**config.mk**
```make
export PLATFORM = sky130hd
export DESIGN_NAME = cdb_broadcast_arbiter
export DESIGN_NICKNAME = d
export VERILOG_FILES = /design/src/rtl/cdb_broadcast_arbiter.sv
export SDC_FILE = /design/constraint.sdc
export NUM_CORES = 1
export LEC_CHECK = 0
export ABC_AREA = 1
export CAP_MARGIN = 20
export CORE_ASPECT_RATIO = 0.5
export CORE_MARGIN = 4
export CORE_UTILIZATION = 35
export CTS_BUF_LIST = sky130_fd_sc_hd__clkbuf_8
export CTS_CLUSTER_DIAMETER = 30
export DETAILED_ROUTE_END_ITERATION = 8
export PLACE_DENSITY = 0.57
export SYNTH_ARGS = -nofsm -noshare
export SYNTH_HDL_FRONTEND = slang
export SYNTH_SLANG_ARGS = --single-unit
```
**constraint.sdc**
```tcl
create_clock -name clk -period 4.3 [get_ports clk]
set_clock_uncertainty 0.05 [all_clocks]
set_input_delay 0.86 -clock clk [delete_from_list [all_inputs] [get_ports clk]]
set_output_delay 0.86 -clock clk [all_outputs]
set_load 0.05 [all_outputs]
```
**src/rtl/cdb_broadcast_arbiter.sv**
```systemverilog
// rtl/cdb_broadcast_arbiter.sv - four-producer result FIFOs feeding two registered CDB lanes
// Round-robin picks up to two FIFO heads per cycle; the rr pointer moves past the last source served.
module cdb_broadcast_arbiter #(
  parameter int DATA_W = 32,
  parameter int TAG_W  = 5,
  parameter int DEPTH  = 2
) (
  input  logic                  clk,
  input  logic                  rst,
  input  logic                  flush,
  input  logic [3:0]            src_valid,
  input  logic [4*TAG_W-1:0]    src_tag,
  input  logic [4*DATA_W-1:0]   src_value,
  output logic [3:0]            src_ready,
  output logic                  cdb_valid,
  output logic [TAG_W-1:0]      cdb_tag,
  output logic [DATA_W-1:0]     cdb_value,
  output logic [1:0]            cdb_src,
  output logic                  cdb_valid2,
  output logic [TAG_W-1:0]      cdb_tag2,
  output logic [DATA_W-1:0]     cdb_value2,
  output logic [1:0]            cdb_src2,
  output logic                  busy
);

  localparam int AW = $clog2(DEPTH);
  localparam int CW = AW + 1;

  logic [TAG_W-1:0]  r_tag_mem [4][DEPTH];
  logic [DATA_W-1:0] r_val_mem [4][DEPTH];
  logic [AW-1:0]     r_rd_ptr  [4];
  logic [AW-1:0]     r_wr_ptr  [4];
  logic [CW-1:0]     r_cnt     [4];
  logic [1:0]        r_rr;

  logic              r_cdb_valid;
  logic [TAG_W-1:0]  r_cdb_tag;
  logic [DATA_W-1:0] r_cdb_value;
  logic [1:0]        r_cdb_src;
  logic              r_cdb_valid2;
  logic [TAG_W-1:0]  r_cdb_tag2;
  logic [DATA_W-1:0] r_cdb_value2;
  logic [1:0]        r_cdb_src2;

  logic [3:0]        w_ne;
  logic [3:0]        w_full;
  logic [3:0]        w_push;
  logic [3:0]        w_pop;
  logic [1:0]        w_g0;
  logic [1:0]        w_g1;
  logic              w_f0;
  logic              w_f1;
  logic [1:0]        w_last;
  logic [TAG_W-1:0]  w_h0_tag;
  logic [TAG_W-1:0]  w_h1_tag;
  logic [DATA_W-1:0] w_h0_val;
  logic [DATA_W-1:0] w_h1_val;

  always_comb begin
    w_ne   = '0;
    w_full = '0;
    for (int i = 0; i < 4; i++) begin
      w_ne[i]   = (r_cnt[i] != '0);
      w_full[i] = (r_cnt[i] == CW'(DEPTH));
    end
  end

  // Readiness looks only at the registered count, so a full FIFO stalls even if it pops this cycle.
  assign src_ready = ~w_full & {4{~flush}};
  assign w_push    = src_valid & src_ready;

  always_comb begin
    logic [1:0] idx;
    idx   = '0;
    w_g0  = '0;
    w_g1  = '0;
    w_f0  = 1'b0;
    w_f1  = 1'b0;
    w_pop = '0;
    for (int k = 0; k < 4; k++) begin
      idx = r_rr + 2'(k);
      if (w_ne[idx]) begin
        if (!w_f0) begin
          w_g0 = idx;
          w_f0 = 1'b1;
        end else if (!w_f1) begin
          w_g1 = idx;
          w_f1 = 1'b1;
        end
      end
    end
    if (w_f0) w_pop[w_g0] = 1'b1;
    if (w_f1) w_pop[w_g1] = 1'b1;
  end

  assign w_last   = w_f1 ? w_g1 : w_g0;
  assign w_h0_tag = r_tag_mem[w_g0][r_rd_ptr[w_g0]];
  assign w_h0_val = r_val_mem[w_g0][r_rd_ptr[w_g0]];
  assign w_h1_tag = r_tag_mem[w_g1][r_rd_ptr[w_g1]];
  assign w_h1_val = r_val_mem[w_g1][r_rd_ptr[w_g1]];

  always_ff @(posedge clk) begin
    for (int i = 0; i < 4; i++) begin
      if (w_push[i]) begin
        r_tag_mem[i][r_wr_ptr[i]] <= src_tag[i*TAG_W +: TAG_W];
        r_val_mem[i][r_wr_ptr[i]] <= src_value[i*DATA_W +: DATA_W];
      end
    end
  end

  always_ff @(posedge clk) begin
    if (!rst || flush) begin
      for (int i = 0; i < 4; i++) begin
        r_rd_ptr[i] <= '0;
        r_wr_ptr[i] <= '0;
        r_cnt[i]    <= '0;
      end
      r_rr         <= '0;
      r_cdb_valid  <= 1'b0;
      r_cdb_tag    <= '0;
      r_cdb_value  <= '0;
      r_cdb_src    <= '0;
      r_cdb_valid2 <= 1'b0;
      r_cdb_tag2   <= '0;
      r_cdb_value2 <= '0;
      r_cdb_src2   <= '0;
    end else begin
      for (int i = 0; i < 4; i++) begin
        if (w_push[i]) r_wr_ptr[i] <= r_wr_ptr[i] + AW'(1);
        if (w_pop[i])  r_rd_ptr[i] <= r_rd_ptr[i] + AW'(1);
        case ({w_push[i], w_pop[i]})
          2'b10:   r_cnt[i] <= r_cnt[i] + CW'(1);
          2'b01:   r_cnt[i] <= r_cnt[i] - CW'(1);
          default: r_cnt[i] <= r_cnt[i];
        endcase
      end
      r_cdb_valid  <= w_f0;
      r_cdb_tag    <= w_f0 ? w_h0_tag : '0;
      r_cdb_value  <= w_f0 ? w_h0_val : '0;
      r_cdb_src    <= w_f0 ? w_g0 : '0;
      r_cdb_valid2 <= w_f1;
      r_cdb_tag2   <= w_f1 ? w_h1_tag : '0;
      r_cdb_value2 <= w_f1 ? w_h1_val : '0;
      r_cdb_src2   <= w_f1 ? w_g1 : '0;
      if (w_f0) r_rr <= w_last + 2'd1;
    end
  end

  assign cdb_valid  = r_cdb_valid;
  assign cdb_tag    = r_cdb_tag;
  assign cdb_value  = r_cdb_value;
  assign cdb_src    = r_cdb_src;
  assign cdb_valid2 = r_cdb_valid2;
  assign cdb_tag2   = r_cdb_tag2;
  assign cdb_value2 = r_cdb_value2;
  assign cdb_src2   = r_cdb_src2;
  assign busy       = (|w_ne) | r_cdb_valid | r_cdb_valid2;

endmodule
```
## Yosys cells after proc, flatten, opt, wreduce, memory -nomap -nowiden

Memory sizes are Yosys's and may differ from the RTL's.
Index checks and enable logic that the tools add are counted.

- Register bits after elaboration: 82
- RAM bits: 312
- Input bits: 155
- Output and inout port bits: 85
- Logic and storage cells: 276
- Memories: 5

Memory list:

| name | depth | width | rd ports | clocked after memory_dff | wr ports | RTL line | source |
|---|---|---|---|---|---|---|---|
| r_val_mem | 4 | 64 | 2 | 0 | 4 | 30 | `logic [DATA_W-1:0] r_val_mem [4][DEPTH];` |
| r_tag_mem | 4 | 10 | 2 | 0 | 4 | 29 | `logic [TAG_W-1:0] r_tag_mem [4][DEPTH];` |
| r_cnt | 4 | 2 | 4 | 0 | 4 | 33 | `logic [CW-1:0] r_cnt [4];` |
| r_rd_ptr | 4 | 1 | 6 | 0 | 4 | 31 | `logic [AW-1:0] r_rd_ptr [4];` |
| r_wr_ptr | 4 | 1 | 4 | 0 | 4 | 32 | `logic [AW-1:0] r_wr_ptr [4];` |

- $add $sub $neg: 20
- Order comparisons: 18
- Equality and inequality tests: 12
- Multiplexer cells: 158
- Bitwise logic cells: 35
- Reductions and logical operators: 19

Operators with widths:

| cell | count |
|---|---|
| 2-to-1 mux 32 bit | 10 |
| 2-to-1 mux 64 bit | 4 |
| demux 32 bit (select 1 bit) | 4 |
| 2-to-1 mux 1 bit | 86 |
| 2-to-1 mux 2 bit | 28 |
| 2-to-1 mux 5 bit | 10 |
| 2-to-1 mux 10 bit | 4 |
| OR 1 bit | 22 |
| demux 5 bit (select 1 bit) | 4 |
| < comparator 2 x 3 -> 1 bit (second input constant) | 6 |
| == test 2 bit (second input constant) | 8 |
| adder 2 x 1 -> 2 bit (second input constant) | 6 |
| greater-or-equal comparator 2 bit (second input constant) | 6 |
| inverter 1 -> 2 bit | 6 |
| OR reduction 2 bit | 6 |
| adder 1 bit (second input constant) | 8 |
| bitwise AND 4 bit | 2 |
| binary-select mux 1 bit (select 2 bit) | 4 |
| == test 2 x 1 -> 1 bit (second input constant) | 4 |
| < comparator 2 x 1 -> 1 bit (second input constant) | 4 |
| 2-to-1 mux 4 bit | 2 |
| nonzero test 2 bit | 4 |
| subtractor 2 x 1 -> 2 bit (second input constant) | 4 |
| logical AND 1 bit | 6 |
| other kinds (9) | 14 |

## Logic depth before layout (Yosys ltp)

- Word-level depth: 25
- Gate-level depth with buffers: 21
- Gate-level depth less buffers: 19

## Worst setup path after synthesis

Ideal clock, no wire load.

- Kind: input port to flip-flop
- Start point: in flush
- End point: mem r_tag_mem[0][0] (netlist name), enable pin
- Library setup time: 431 ps
- Arrival: 3571 ps
- Data required time: 3819 ps
- Slack: 248 ps
- Cell stages on the path: 3
- Buffers on the path: 0
- Path through: a21oi_1 > nand2_1 > nor2_1

RTL lines:

| element | RTL line | source |
|---|---|---|
| from (decl) | 10 | `input logic flush,` |
| to (decl) | 29 |  |

==> results.md <==
- The number of cell rows is 60.
- The count of buffer and inverter cells on the critical path is 2.
- The count of buffers added on input and output ports is around 240.
- The routed wire length per instance is between 15 and 20 µm.
- The final total negative setup slack is 0 ps.
- The maximum count of clock buffers along a single path is 3.
- Of all nets on the critical path, the largest fanout is 29.
- By area the synthesized netlist is led by edfxtp_1, nand2_1, dfxtp_1, nand3_1, nor2_1.
- STA classifies the critical path startpoint as a flop.
- The minimum clock period after layout is 3670 ps.
- The cell type with the largest total area after synthesis is edfxtp_1.
- The library cell appearing most often on the critical path is nand2_1.
- The Yosys warning count is 0.
- Entering global routing, the biggest net connects 128 pins.
- The number of filler cells placed in the layout is roughly 5.2k.
- Including well taps, the total number of placed cells is just over 3k.
- TritonCTS built the clock tree.
- The kind of end point of the critical path is a flop.
- For this design, the CTS-stage hold fixing added 0 buffers.
- The number of buffers added by the clock tree synthesis step is between 70 and 80.
- The maximum level of the CTS H-tree is 3.
- For this design the top-level I/O count stands at 240.
- The count of endpoints failing hold in the final timing report came to 0.
- Setup violations remaining at the end of the flow were counted as 0.
- The starting DRC count in detailed routing is about 1.4k.
- The prevailing post-synth register cell is edfxtp_1.
- The sequential area share after synthesis is 57.2%.
- The final number of max-transition violations came to 0.
- The clock input transition at the sequential cells of the worst setup and hold paths is 60 ps.
- The post-cts repair resize count is 0.
- Synthesis produced between 2k and 2.5k cells.
- For the worst setup path, the data arrival time is 3890 ps.
- The path type of the worst min-delay path is reg2reg.
- The full die area is 59000 µm².
- The tool flagged a number of max-cap violations equal to 0.
- The post-CTS setup buffer count is 0.
- The flow ran to the end, and the final reports show no timing, DRC or antenna violations.
- Walking the worst path, the cells encountered are inv_1 > ha_1 > nand2_1 > nand2_1 > nand2_1 > nand2_1 > nand2_2 > nor2_4 > nand3_4 > nand2_4 > inv_2 > a22oi_1 > ha_1 > o21ai_0.
- The root buffer cell chosen for the clock tree is clkbuf_8.
- Dividing the synthesized area by the synthesized cell count gives 8.55 µm².
- Global routing finished with a remaining overflow of 0.
- The cell family contributing the most delay on the critical path is simple AND/OR/NAND/NOR gates.
- The first-pass detailed-route iteration total is 7.
- In this run the remaining antenna-violating nets after routing total 0.
- Across all register-to-register paths, the minimum setup slack is 630 ps.
- The count of nets after finishing is 2608.
- In this run the vertical extent of the chip is 174 µm.
- The floorplan die width is 340 µm.
- The via count of the first global-routing pass is 15.9k.
- The number of different library cells used by synthesis comes to 33.
- Detailed routing inserted a total of 16.5k vias.
- Based on the critical path, the design can be clocked at up to 272 MHz.
- The clock net in this run drives a total of 394 sinks.
- The worst path uses 85.5% of the clock period.
- The slew at the pin closest to its max-slew limit is approximately 870 ps.
- By count the netlist is led by nand2_1, nand3_1, edfxtp_1, nor2_1, inv_1.
- The delay of the slowest cell on the worst path is 410 ps.
- The number of remaining DRC errors is 0.
- Synthesis produced a netlist with a net count of 2415.
- After synthesis, the largest area contributor takes up 48.7% of total cell area.
- After synthesis the cells add up to slightly below 20000 µm².
- The critical path is of the reg2reg type.
- The number of enable-type register cells in the synthesized netlist is ~310.
- The starting density of the core is 35.6%.
- The floorplan step defined a core boundary enclosing between 50000 and 60000 µm².
- The number of antenna violations at the first check in global routing is 1.
- The fraction of layout instances using a drive strength above 1 is 7.23%.
- nand2_1 is the most common cell in the netlist.
- The share of the core filled with cells is between 40 and 50%.
- Headroom to the max-slew limit came out at 42.1%.
- The setup slack after placement is 640 ps.
- The final weighted congestion of routability-driven global placement is roughly 0.81.
- Setup repair after global routing left no endpoint under its margin.
- For this run, asynchronously set or reset flops after synthesis account for 0%.
- Wires add up to 64000 µm.
- The cell type of the slowest stage on the worst timing path is nand2_4.
- The post-route worst setup slack is ~630 ps.
- The number of cells in the finished layout apart from fillers is 3217.
- The first global-routing pass estimated 97000 µm of wire.
- The area growth from synthesis to layout is 24.4%.
- The clock reaches the later pin of the worst-skew pair after ~620 ps.
- The detailed placer's ending HPWL is 36400 µm.
- The required time at the worst-slack endpoint is 4520 ps.
- After detailed routing, the number of vias per cell comes to 5.14.
- The flip-flop and latch count after synthesis is 394.
- Global routing consumed, over all layers together, a little over a fifth of the routing resources.
-- routing by layer --
metal	GRT usage, %	up-vias	routed length [µm]
li1	-	7860	-
met1	28.0	7807	26900
met2	34.6	707	30100
met3	3.21	157	4390
met4	9.46	0	2630
met5	0	-	0
-- worst paths after layout --
check | start | end | depth (start not counted)
setup reg to reg | r_cnt[3][0]$_DFFE_PP_ | r_cnt[3][1]$_DFFE_PP_ | 14
hold reg to reg | r_rd_ptr[3]$_DFFE_PP_ | r_rd_ptr[3]$_DFFE_PP_ | 1
setup / recovery | r_cnt[3][0]$_DFFE_PP_ | r_cnt[3][1]$_DFFE_PP_ | 14
hold / removal | r_rd_ptr[3]$_DFFE_PP_ | r_rd_ptr[3]$_DFFE_PP_ | 1
-- placed cells by master (no fill, tap or decap), types with 12 or more instances in the layout --
master | netlist | routed
inv_1 | 103 | 121
dfxtp_1 | 82 | 82
nand2_1 | 858 | 854
buf_12 | 0 | 16
edfxtp_1 | 312 | 312
clkdlybuf4s50_1 | 0 | 239
buf_4 | 15 | 19
nor2_4 | 1 | 12
nand4_1 | 75 | 75
nor2_1 | 213 | 203
clkbuf_8 | 0 | 82
nand3_1 | 317 | 315
nand3b_1 | 74 | 74
-- flip-flops by register name, summed over array words and instances (netlist names) --
| name | cells |
|---|---|
| cdb_valid2 | 1 |
| cdb_valid | 1 |
| cdb_tag | 5 |
| r_rd_ptr | 4 |
| cdb_src2 | 2 |
| cdb_value | 32 |
| r_tag_mem | 40 |
| r_cnt | 8 |
| cdb_value2 | 32 |
| r_wr_ptr | 4 |
| cdb_src | 2 |
| r_val_mem | 256 |
| cdb_tag2 | 5 |
| r_rr | 2 |
-- worst reg2reg max path, cell delays in order, from the launching register on --
cell      delay [ps]
edfxtp_1         390
inv_1            100
ha_1             220
nand2_1          110
nand2_1          120
nand2_1           50
nand2_1          140
nand2_2          110
nor2_4           130
nand3_4          230
nand2_4          410
inv_2            320
a22oi_1          390
ha_1             300
o21ai_0          280
-- layout make-up --
cell class	instances	area, µm²	share of cell area (%)
Antenna cell	1	2.50	0.0105
Clock buffer	82	1130	4.71
Clock inverter	52	460	1.92
Inverter	108	408	1.70
Multi-Input combinational cell	1593	7180	30.0
Sequential cell	394	11000	46.0
Tap cell	713	892	3.73
Timing Repair Buffer	274	2860	11.9
-- cell families (layout without fill, tap and decap cells) --
| group | count (synthesis) | in the layout | synth area share (%) |
|---|---|---|---|
| AO/OA/AOI/OAI | 23 | 23 | 0.696 |
| XOR/XNOR | 3 | 3 | 0.137 |
| adder cells (fa/ha/maj) | 9 | 9 | 0.585 |
| buffers and inverters | 264 | 516 | 6.22 |
| flip-flops | 394 | 394 | 57.2 |
| other | 0 | 1 | 0 |
| AND/OR/NAND/NOR | 1558 | 1558 | 35.2 |
-- stage by stage --
step | hold slack [ps] | instance area [µm²]
after floorplan | 477 | 19200
after global placement | 494 | 22400
after detailed placement | 517 | 22400
after CTS | 515 | 23900
after global routing | 527 | 23900
final | 519 | 23900
Power is left out: the tool's default activity adds up to more than one toggle a clock period on the data nets, which glitch-free logic cannot reach.
